--- src/rtl/sequence_detector_core.sv ---
// Scans a captured 10-bit word MSB first and counts overlapping "101" matches.
// The count is published on out when the scan completes; an abort leaves out untouched.
`timescale 1ns/1ps

module sequence_detector_core (
  input  logic        clk,
  input  logic        rst,
  input  logic [10:0] switches,
  output logic [3:0]  out
);

  typedef enum logic [1:0] {
    IDLE = 2'd0,
    SCAN = 2'd1,
    DONE = 2'd2
  } state_e;

  typedef enum logic [1:0] {
    S0  = 2'd0,
    S1  = 2'd1,
    S10 = 2'd2
  } det_e;

  state_e     state_q, state_d;
  det_e       det_q, det_d;
  det_e       det_next_s;
  logic [9:0] word_q, word_d;
  logic [3:0] idx_q, idx_d;
  logic [3:0] count_q, count_d;
  logic [3:0] out_q, out_d;
  logic       enable_s;
  logic       bit_s;
  logic       match_s;
  logic [3:0] count_inc_s;

  assign enable_s    = switches[10];
  assign bit_s       = word_q[idx_q];
  assign count_inc_s = count_q + {3'b000, match_s};
  assign out         = out_q;

  // State register: reset dominates everything, including a scan in progress
  always_ff @(posedge clk) begin
    if (rst) begin
      state_q <= IDLE;
      det_q   <= S0;
      word_q  <= 10'd0;
      idx_q   <= 4'd0;
      count_q <= 4'd0;
      out_q   <= 4'd0;
    end else begin
      state_q <= state_d;
      det_q   <= det_d;
      word_q  <= word_d;
      idx_q   <= idx_d;
      count_q <= count_d;
      out_q   <= out_d;
    end
  end

  // Detector step: the trailing 1 of a match leaves us in S1, giving overlap
  always_comb begin
    det_next_s = S0;
    match_s    = 1'b0;
    case (det_q)
      S0: begin
        if (bit_s) begin
          det_next_s = S1;
        end else begin
          det_next_s = S0;
        end
      end
      S1: begin
        if (bit_s) begin
          det_next_s = S1;
        end else begin
          det_next_s = S10;
        end
      end
      S10: begin
        if (bit_s) begin
          det_next_s = S1;
          match_s    = 1'b1;
        end else begin
          det_next_s = S0;
        end
      end
      default: begin
        det_next_s = S0;
        match_s    = 1'b0;
      end
    endcase
  end

  // Control next-state: DONE needs enable low once before another scan
  always_comb begin
    state_d = state_q;
    case (state_q)
      IDLE: begin
        if (enable_s) begin
          state_d = SCAN;
        end else begin
          state_d = IDLE;
        end
      end
      SCAN: begin
        if (!enable_s) begin
          state_d = IDLE;
        end else if (idx_q == 4'd0) begin
          state_d = DONE;
        end else begin
          state_d = SCAN;
        end
      end
      DONE: begin
        if (enable_s) begin
          state_d = DONE;
        end else begin
          state_d = IDLE;
        end
      end
      default: begin
        state_d = IDLE;
      end
    endcase
  end

  // Datapath/output: capture on start, shift through bits, publish on the last bit
  always_comb begin
    det_d   = det_q;
    word_d  = word_q;
    idx_d   = idx_q;
    count_d = count_q;
    out_d   = out_q;
    case (state_q)
      IDLE: begin
        if (enable_s) begin
          word_d  = switches[9:0];
          count_d = 4'd0;
          idx_d   = 4'd9;
          det_d   = S0;
        end else begin
          word_d  = word_q;
          count_d = count_q;
        end
      end
      SCAN: begin
        if (enable_s) begin
          det_d   = det_next_s;
          count_d = count_inc_s;
          if (idx_q == 4'd0) begin
            idx_d = 4'd0;
            out_d = count_inc_s;
          end else begin
            idx_d = idx_q - 4'd1;
            out_d = out_q;
          end
        end else begin
          det_d   = det_q;
          count_d = count_q;
        end
      end
      DONE: begin
        out_d = out_q;
      end
      default: begin
        out_d = out_q;
      end
    endcase
  end

endmodule

--- config.mk ---
export PLATFORM = sky130hd
export DESIGN_NAME = sequence_detector_core
export DESIGN_NICKNAME = d
export VERILOG_FILES = /design/src/rtl/sequence_detector_core.sv
export SDC_FILE = /design/constraint.sdc
export NUM_CORES = 1
export LEC_CHECK = 0
export CAP_MARGIN = 5
export CELL_PAD_IN_SITES_DETAIL_PLACEMENT = 0
export CELL_PAD_IN_SITES_GLOBAL_PLACEMENT = 1
export CORE_MARGIN = 2
export CORE_UTILIZATION = 36
export CTS_CLUSTER_DIAMETER = 80
export DETAILED_ROUTE_END_ITERATION = 8
export PLACE_DENSITY_LB_ADDON = 0.1
export SLEW_MARGIN = 20
export SYNTH_ARGS = -nofsm -noshare
export SYNTH_HDL_FRONTEND = slang
export SYNTH_SLANG_ARGS = --single-unit
--- constraint.sdc ---
create_clock -name clk -period 1.85 [get_ports clk]
set_input_delay 0.37 -clock clk [delete_from_list [all_inputs] [get_ports clk]]
set_output_delay 0.37 -clock clk [all_outputs]
set_load 0.1 [all_outputs]
# [Word level (Yosys, flattened, before mapping)]
# Cells that the tools add are included.
[classes] reduce_logical=8 n_lt_le_gt_ge=1 n_eq_ne=6 addsub=2 mux=22
[op_table] op="$mux 4" n=5
[op_table] op="$pmux 4 s2" n=2
[op_table] op="$mux 2" n=6
[op_table] op="$pmux 2 s2" n=2
[op_table] op="$pmux 2 s3" n=1
[op_table] op="$reduce_and 3->1" n=2
[op_table] op="$lt 4x5->1 const B" n=1
[op_table] op="$mux 1" n=5
[op_table] op="$add 4x1->4" n=1
[op_table] op="$bmux 1 s4" n=1
[op_table] op="$eq 2x1->1 const B" n=2
[op_table] op="$eq 2x2->1 const B" n=2
[op_table] op="$logic_not 2->1" n=2
[op_table] op="$logic_not 4->1" n=1
[op_table] op="$ne 2x2->1 const B" n=2
[op_table] op="$sub 4x1->4 const B" n=1
[op_table] op="$reduce_and 2->1" n=1
[op_table] op="$reduce_bool 2->1" n=1
[op_table] op="$reduce_or 2->1" n=1
[word_totals] reg_bits=26 output_inout_bits=4 inputBits=13 word_cells=45

# [Depth between registers and ports, before layout]
# Gate-level depths: netlist of run 1.
[depth] ltp_word=7 depth_mapped=10 depth_no_buf=9

# [Worst setup path after synthesis of run 1]
# No wires, ideal clock.
[synth_timing] kind="register to register" start="register idx_q[1]" end="register out_q[3], in the netlist out[3]" setup_slack_ps=-157 t_required_ps=1758 synth_period_minus_slack_ps=2007 arrival_time_ps=1914 path_stages_with_launch=11 n_path_buf=1 setup_time_ps=92 path_cell_list="dfxtp_1 > buf_2 > or3b_1 > o22ai_2 > and4b_4 > nor3b_2 > ha_1 > nand3_1 > xnor2_1 > nand2_1 > o32ai_1"
[synth_between] elab_chain_len=5 word_cells_on_any_way=7 cone_classes="add/sub: 1; mux: 4; reduce/logical: 2"
[synth_rtl] item="from (decl)" line_no="28" rtl="logic [3:0] idx_q, idx_d;"
[synth_rtl] item="from (signal assigned)" line_no="54" rtl="idx_q <= idx_d;"
[synth_rtl] item="$bmux 1 s4" line_no="37" rtl="assign bit_s = word_q[idx_q];"
[synth_rtl] item="$mux 1 (not written as such)" line_no="37"
[synth_rtl] item="$mux 1" line_no="80" rtl="if (bit_s) begin"
[synth_rtl] item="$mux 1" line_no="64" rtl="case (det_q)"
[synth_rtl] item="$add 4x1->4" line_no="38" rtl="assign count_inc_s = count_q + {3'b000, match_s};"
[synth_rtl] item="to (signal assigned)" line_no="56" rtl="out_q <= out_d;"
[synth_rtl] item="to (decl)" line_no="30" rtl="logic [3:0] out_q, out_d;"
# Several ways; a longest one is shown, not always the timed one. The select of a mux whose other input is x is not followed.
# A chain may end at the register's enable or synchronous reset.

# [Final worst setup path of run 1]
[layout_timing] start="register idx_q[1]" end="register out_q[2], in the netlist out[2]"
# Same word-level chain as after synthesis.

==> results of run 1 <==
[per-layer routing]
layer,vias to the layer above,share of wire [%],GRT usage (%)
met3,2,1.8,2.899
met2,8,49,25.14
li1,559,-,-
met5,-,0,0
met4,0,0.71,5.833
met1,507,48,20.86
[registers in the layout, indices dropped and copies added, names as in the netlist]
register	cells
word_q	10
out	4
count_q	4
idx_q	4
det_q	2
state_q	2
[final cells by class]
class	instances	area, um2
flip-flops and latches	26	526.8
clock buffers	4	36.28
well taps	46	57.56
fillers	346	1608
multi-input cells	104	739.5
inverters	2	7.507
repair buffers	33	335.3
[path summary, 6_finish.rpt]
path                    from          to  slack [ns]  cells after the start
hold / removal    count_q[3]  count_q[3]        0.48                      2
setup / recovery    idx_q[1]      out[2]       -0.28                     10
hold reg to reg   count_q[3]  count_q[3]        0.48                      2
setup reg to reg    idx_q[1]      out[2]       -0.28                     10
[power breakdown]
group	switching [uW]	leakage, uW	total [uW]	internal [uW]
Clock	169	0.0000210	289	120
Sequential	15.0	0.000214	596	581
Combinational	96.7	0.000360	198	102
Total	281	0.000595	1080	803
[cells in the final DEF (no fill, tap or decap), types with 4 or more instances in the layout]
master                            instances
sky130_fd_sc_hd__nor2_1                   6
sky130_fd_sc_hd__a21oi_1                 17
sky130_fd_sc_hd__nand3b_1                 5
sky130_fd_sc_hd__o21ai_0                 12
sky130_fd_sc_hd__dfxtp_1                 23
sky130_fd_sc_hd__nand2_1                 17
sky130_fd_sc_hd__buf_12                   4
sky130_fd_sc_hd__clkdlybuf4s50_1         12
sky130_fd_sc_hd__buf_4                   15
[logic make-up after synthesis]
family | Yosys count | synth area share (%)
multiplexers | 8 | 6.858
flip-flops | 26 | 42.58
buffers and inverters | 10 | 3.173
AO/OA/AOI/OAI | 40 | 18.53
adder cells (fa/ha/maj) | 3 | 3.071
AND/OR/NAND/NOR | 51 | 24.36
XOR/XNOR | 2 | 1.433
[critical path, stage by stage, from the launching register on]
cell                       delay (ns)
sky130_fd_sc_hd__dfxtp_4         0.39
sky130_fd_sc_hd__buf_4           0.11
sky130_fd_sc_hd__mux2_2          0.33
sky130_fd_sc_hd__nand3_1         0.10
sky130_fd_sc_hd__and4b_4         0.25
sky130_fd_sc_hd__nor3b_2         0.05
sky130_fd_sc_hd__ha_2            0.19
sky130_fd_sc_hd__buf_4           0.14
sky130_fd_sc_hd__ha_4            0.17
sky130_fd_sc_hd__xnor2_2         0.13
sky130_fd_sc_hd__a211oi_2        0.22
[metrics by stage]
| step | instance area [um2] | worst slack [ns] | total power (uW) | hold WS [ns] |
|---|---|---|---|---|
| floorplan | 1232 | -0.1541 | 710.5 | 0.4386 |
| global placement | 1543 | -0.2039 | 783.7 | 0.4590 |
| detailed placement | 1543 | -0.2720 | 787.9 | 0.4607 |
| CTS | 1643 | -0.2347 | 1093 | 0.4802 |
| global route | 1703 | -0.3553 | 1154 | 0.5114 |
| finish | 1703 | -0.2757 | 1084 | 0.4850 |
[what timing repair did]
action | CTS | global route
setup endpoints to repair | 8 | 8
pin swaps | 4 | 3
resized for setup | 10 | 12
buffers inserted | 4 | 1
hold buffers | 0 | 0
==> results.md, run 1 <==
* CORE AREA at 0.003311 mm2
* Starting Density at 36.92%
* Post-Layout Cell Count at 215
* Number of design rule violations left after detail routing at 0
* Total negative setup slack at -1.295 ns
* Die height at 62.27 um
* Max Transition Viols Final at 0
* Final Core Density at 51.44%
* Remaining number of nets flagged by the antenna check after routing at 0
* Full die area at 0.003878 mm2
* Tcrit/Tclk final at 114.9%
* Kind of launch point of the worst setup path: register
* Minimum clock period after layout at 2.126 ns
* Async set-reset flop share out of synthesis at 0%
* I/O Pins at 17
* Routed WL at 2.835 mm
* Number of DRC markers in iteration 0 at 39
* Proportion of netlist area held by the largest area contributor at 42.58%
* Final worst slack at -0.2757 ns
* Class of the tightest hold or removal check: register to register
* WP data required at 2.10 ns
* Count of yosys warnings during synthesis at 0
* Syn_nets at 156
* Final Wtd Congestion at 0.8072
* Result of the run: finished with violations
* TritonCTS clock tree: built
* Violations in the final reports: negative setup slack
* Instance count of the mapped netlist at 140
* Final net count at 186
* Number of antenna violations at the first check in global routing at 0
* Average wire per cell in the routed design at 13.19 um
* Count of final hold-check violations at 0
* Clock transition at the registers of the reported paths at 0.14 ns
* Area of the mapped netlist at 0.001222 mm2
* Worst-margin pin slew at 0.3740 ns
* Vias per Instance at 5.005
* Distinct cell type count after synthesis at 32
* Final antenna diode count at 0
* Clock Sinks at 26
* Syn avg cell area at 8.732 um2
* Overall routing resource usage at 15.60%
* Die W at 62.27 um
* Count of placed standard cells including taps at 206
* Cell type contributing the most total cell area after synthesis: sky130_fd_sc_hd__dfxtp_1
* Clock tree buffer depth at 2
* Quantity of I/O buffers inserted on ports at 16
* RSZ-0062 raised after global routing: yes
* Start-to-end type of the worst setup path: register to register
* Total power density per cell area at 636.3 mW/mm2
* Number of enable flip-flop cells after synthesis at 0
* Clock root cell: sky130_fd_sc_hd__clkbuf_4
* Max transition margin at 74.99%
* Proportion of synthesized chip area in sequential cells at 42.58%
* Worst Setup End Kind: register
* Total number of vias at 1,076
* Post-synth top cells: sky130_fd_sc_hd__dfxtp_1 (26), sky130_fd_sc_hd__a21oi_1 (19), sky130_fd_sc_hd__nand2_1 (17)
* Largest fanout on the critical path at 4
* Global route total overflow at 0
* Setup clock skew after layout at 0.008456 ns
* Highest attainable clock frequency at 470.4 MHz
* VDD IR max at 294.2 uV
* CTS Buf Count at 3
* Synth Flop Type: sky130_fd_sc_hd__dfxtp_1
* Area contributors post-synth: sky130_fd_sc_hd__dfxtp_1 (43%), sky130_fd_sc_hd__a21oi_1 (7.8%), sky130_fd_sc_hd__o21ai_0 (5.3%), sky130_fd_sc_hd__nand2_1 (5.2%), sky130_fd_sc_hd__mux2i_1 (4.1%)
* Number of cell rows at 21
* Most repeated cell in the gate-level netlist after synthesis: sky130_fd_sc_hd__dfxtp_1
* Vias in the first global route at 1,015
* Ratio of cells with drive above 1 in the final layout at 30.18%
* Max-cap violations at 0
* First-pass GRT wire length at 4.767 mm
* Synthesis-stage register bit count at 26
* Largest net degree at the start of global routing at 18
* Number of H-tree branching levels at 1
* Insertion delay to the later sink of the worst-skew pair at 0.32 ns
* Count of TritonRoute iterations in the first routing pass at 4
* Static leakage at 0.0005946 uW
* Sum of net half-perimeters after detailed placement at 2.111 mm
* Crit path arrival time at 2.38 ns
* P&R area growth vs syn at 39.30%
* Number of endpoints failing setup at the final stage at 7
(Power assumes the default switching activity.)
==> inputs of run 2 (changes only) <==
- CORE_UTILIZATION: 36 -> 30
==> run 2 against run 1 <==
Against the previous run: largest cell class unchanged; first-iteration DRC count grew 110%; critical path depth fell by 1; largest power group unchanged; the flow still finishes with violations (negative setup slack); final area shrank 2.6%; critical path type unchanged.
==> results.md, run 2 (synthesis results as in run 1) <==
* Result of the run: finished with violations (unchanged)
* Violations in the final reports: negative setup slack (unchanged)
* Routed WL at 2.881 mm (was 2.835 mm)
* I/O Pins at 17 (unchanged)
* Average wire per cell in the routed design at 13.46 um (was 13.19 um)
* Final Wtd Congestion at 0.7612 (was 0.8072)
* Comb pwr share at 16.9% (was 18.3%)
* Number of H-tree branching levels at 1 (unchanged)
* Total non-filler cell area in the finished layout at 0.001659 mm2 (was 0.001703 mm2)
* Number of antenna violations at the first check in global routing at 0 (unchanged)
* Largest net degree at the start of global routing at 30 (was 18)
* P&R area growth vs syn at 35.72% (was 39.30%)
* Register Area at 530.5 um2 (was 526.8 um2)
* Quantity of I/O buffers inserted on ports at 16 (unchanged)
* Met1 track demand over resource at 19.14% (was 20.86%)
* Cell internal power dissipation at 869.8 uW (was 803.0 uW)
* Number of filler instances in the final layout at 401 (was 346)
* Commonest non-fill, non-tap cells in the layout: sky130_fd_sc_hd__dfxtp_1 (22), sky130_fd_sc_hd__a21oi_1 (18), sky130_fd_sc_hd__nand2_1 (17) (was sky130_fd_sc_hd__dfxtp_1 (23), sky130_fd_sc_hd__nand2_1 (17), sky130_fd_sc_hd__a21oi_1 (17))
* Largest reg by FF count: word_q (unchanged)
* VDD IR max at 514.7 uV (was 294.2 uV)
* Count of final hold-check violations at 0 (unchanged)
* Number of endpoints failing setup at the final stage at 7 (unchanged)
* Max Transition Viols Final at 0 (unchanged)
* Insertion delay to the later sink of the worst-skew pair at 0.27 ns (was 0.32 ns)
* Total power density per cell area at 695.3 mW/mm2 (was 636.3 mW/mm2)
* Clock transition at the registers of the reported paths at 0.09 ns (was 0.14 ns)
* Highest attainable clock frequency at 477.6 MHz (was 470.4 MHz)
* Tcrit/Tclk final at 113.2% (was 114.9%)
* Layer with the highest usage after global routing: met2 (unchanged)
* Minimum clock period after layout at 2.094 ns (was 2.126 ns)
* Count of placed standard cells including taps at 210 (was 206)
* Total number of vias at 1,057 (was 1,076)
* Clock tree buffer depth at 2 (unchanged)
* Area used by multi-input combinational logic at 688.2 um2 (was 739.5 um2)
* Full die area at 0.004602 mm2 (was 0.003878 mm2)
* Static leakage at 0.0005774 uW (was 0.0005946 uW)
* Class of the tightest hold or removal check: register to register (unchanged)
* Max-cap violations at 0 (unchanged)
* Setup clock skew after layout at 0.005594 ns (was 0.008456 ns)
* Post-route total power at 1154 uW (was 1084 uW)
* Worst Setup End Kind: register (unchanged)
* Number of cell rows at 23 (was 21)
* Remaining number of nets flagged by the antenna check after routing at 0 (unchanged)
* CTS Buf Count at 3 (unchanged)
* Starting Density at 30.78% (was 36.92%)
* Count of TritonRoute iterations in the first routing pass at 4 (unchanged)
* RSZ-0062 raised after global routing: yes (unchanged)
* CORE AREA at 0.003971 mm2 (was 0.003311 mm2)
* Dpl ws at -0.2550 ns (was -0.2720 ns)
* Largest fanout on the critical path at 4 (unchanged)
* Proportion of power drawn by flip-flops and latches at 51.6% (was 55.0%)
* TritonCTS clock tree: built (unchanged)
* Final net count at 181 (was 186)
* Final antenna diode count at 0 (unchanged)
* Worst-margin pin slew at 0.2591 ns (was 0.3740 ns)
* Max reg flops at 10 (unchanged)
* Die height at 67.84 um (was 62.27 um)
* Kind of launch point of the worst setup path: register (unchanged)
* Start-to-end type of the worst setup path: register to register (unchanged)
* Net switching power of the design at 283.8 uW (was 280.5 uW)
* WP data required at 2.03 ns (was 2.10 ns)
* Overall routing resource usage at 13.83% (was 15.60%)
* Clock root cell: sky130_fd_sc_hd__clkbuf_8 (was sky130_fd_sc_hd__clkbuf_4)
* Number of design rule violations left after detail routing at 0 (unchanged)
* Clock Sinks at 26 (unchanged)
* Number of DRC markers in iteration 0 at 81 (was 39)
* Max transition margin at 82.50% (was 74.99%)
* Die W at 67.84 um (was 62.27 um)
* Clock network fraction of total power at 31.5% (was 26.7%)
* Crit path arrival time at 2.28 ns (was 2.38 ns)
* Most common cell after layout, fill and taps aside: sky130_fd_sc_hd__dfxtp_1 (unchanged)
* Grt met3 use at 4.112% (was 2.899%)
* Final worst slack at -0.2440 ns (was -0.2757 ns)
* Met2 Use GR at 21.69% (was 25.14%)
* Placed standard-cell area at 0.001573 mm2 (was 0.001543 mm2)
* Post-Layout Cell Count at 214 (was 215)
* Vias in the first global route at 1,010 (was 1,015)
* Vias per Instance at 4.939 (was 5.005)
* Switching part of the total power at 24.60% (was 25.89%)
* First-pass GRT wire length at 4.747 mm (was 4.767 mm)
* Global route total overflow at 0 (unchanged)
* Sum of net half-perimeters after detailed placement at 1.991 mm (was 2.111 mm)
* Ratio of cells with drive above 1 in the final layout at 23.78% (was 30.18%)
## run 2: cell count changes in the layout (fill, tap and decap cells not counted), moves of 2 or more
cell                       before  now
sky130_fd_sc_hd__clkbuf_8       1    4
sky130_fd_sc_hd__buf_12         4    6
sky130_fd_sc_hd__clkbuf_4       3    0
sky130_fd_sc_hd__buf_6          2    0
sky130_fd_sc_hd__buf_4         15   10
## run 2: cell type report
| class | count | share of cell area (%) |
|---|---|---|
| multi-input cells | 104 | 41.48 |
| flip-flops and latches | 26 | 31.98 |
| repair buffers | 28 | 19.00 |
| well taps | 50 | 3.771 |
| clock buffers | 4 | 3.318 |
| inverters | 2 | 0.4525 |
## run 2: critical path, cell delays in order (launching register included)
cell and delay, ns:
sky130_fd_sc_hd__dfxtp_4 0.37, sky130_fd_sc_hd__or3b_4 0.37, sky130_fd_sc_hd__o22ai_2 0.16, sky130_fd_sc_hd__and4b_4 0.23, sky130_fd_sc_hd__nor3b_2 0.16, sky130_fd_sc_hd__ha_2 0.21, sky130_fd_sc_hd__nand3_2 0.08, sky130_fd_sc_hd__xnor2_1 0.13
sky130_fd_sc_hd__nand2_1 0.08, sky130_fd_sc_hd__o32ai_1 0.21
## run 2: path summary, 6_finish.rpt
path              cells past startpoint         to  slack [ns]  startpoint
setup / recovery                      9     out[3]       -0.24    idx_q[2]
hold / removal                        2  word_q[4]        0.48   word_q[4]
setup reg to reg                      9     out[3]       -0.24    idx_q[2]
hold reg to reg                       2  word_q[4]        0.48   word_q[4]
## run 2: timing repair
action                     4_1_cts  5_1_grt
setup buffers                    0        0
resized for setup                3        8
pin swaps                        1        3
hold endpoints to repair         0        0
setup endpoints to repair        8        8
hold buffers                     0        0
## run 2: power groups by stage
stage                     clock [uW]  combinational [uW]  sequential [uW]
after global placement             0                 191              609
final                            364                 194              596
after CTS                        373                 195              596
after floorplan                    0                98.9              612
after detailed placement           0                 193              609
after global routing             403                 214              598
## run 2: per-layer routing
layer | wire, um | vias up
li1 | - | 546
met4 | 17 | 0
met2 | 1320 | 9
met5 | 0 | -
met3 | 78 | 2
met1 | 1464 | 500
## run 2: per-stage QoR
step	util (%)	setup TNS, ns	hold WS (ns)
floorplan	-	-0.6417	0.4386
global placement	39.60	-1.082	0.4574
detailed placement	39.60	-1.297	0.4582
CTS	41.18	-1.144	0.4711
global route	41.78	-1.908	0.5118
finish	41.78	-1.247	0.4793
==> inputs of run 3 (changes only) <==
- CORE_UTILIZATION: 30 -> 36
==> results of run 3 <==
Final layout, timing and power as in run 1 (identical DEF).
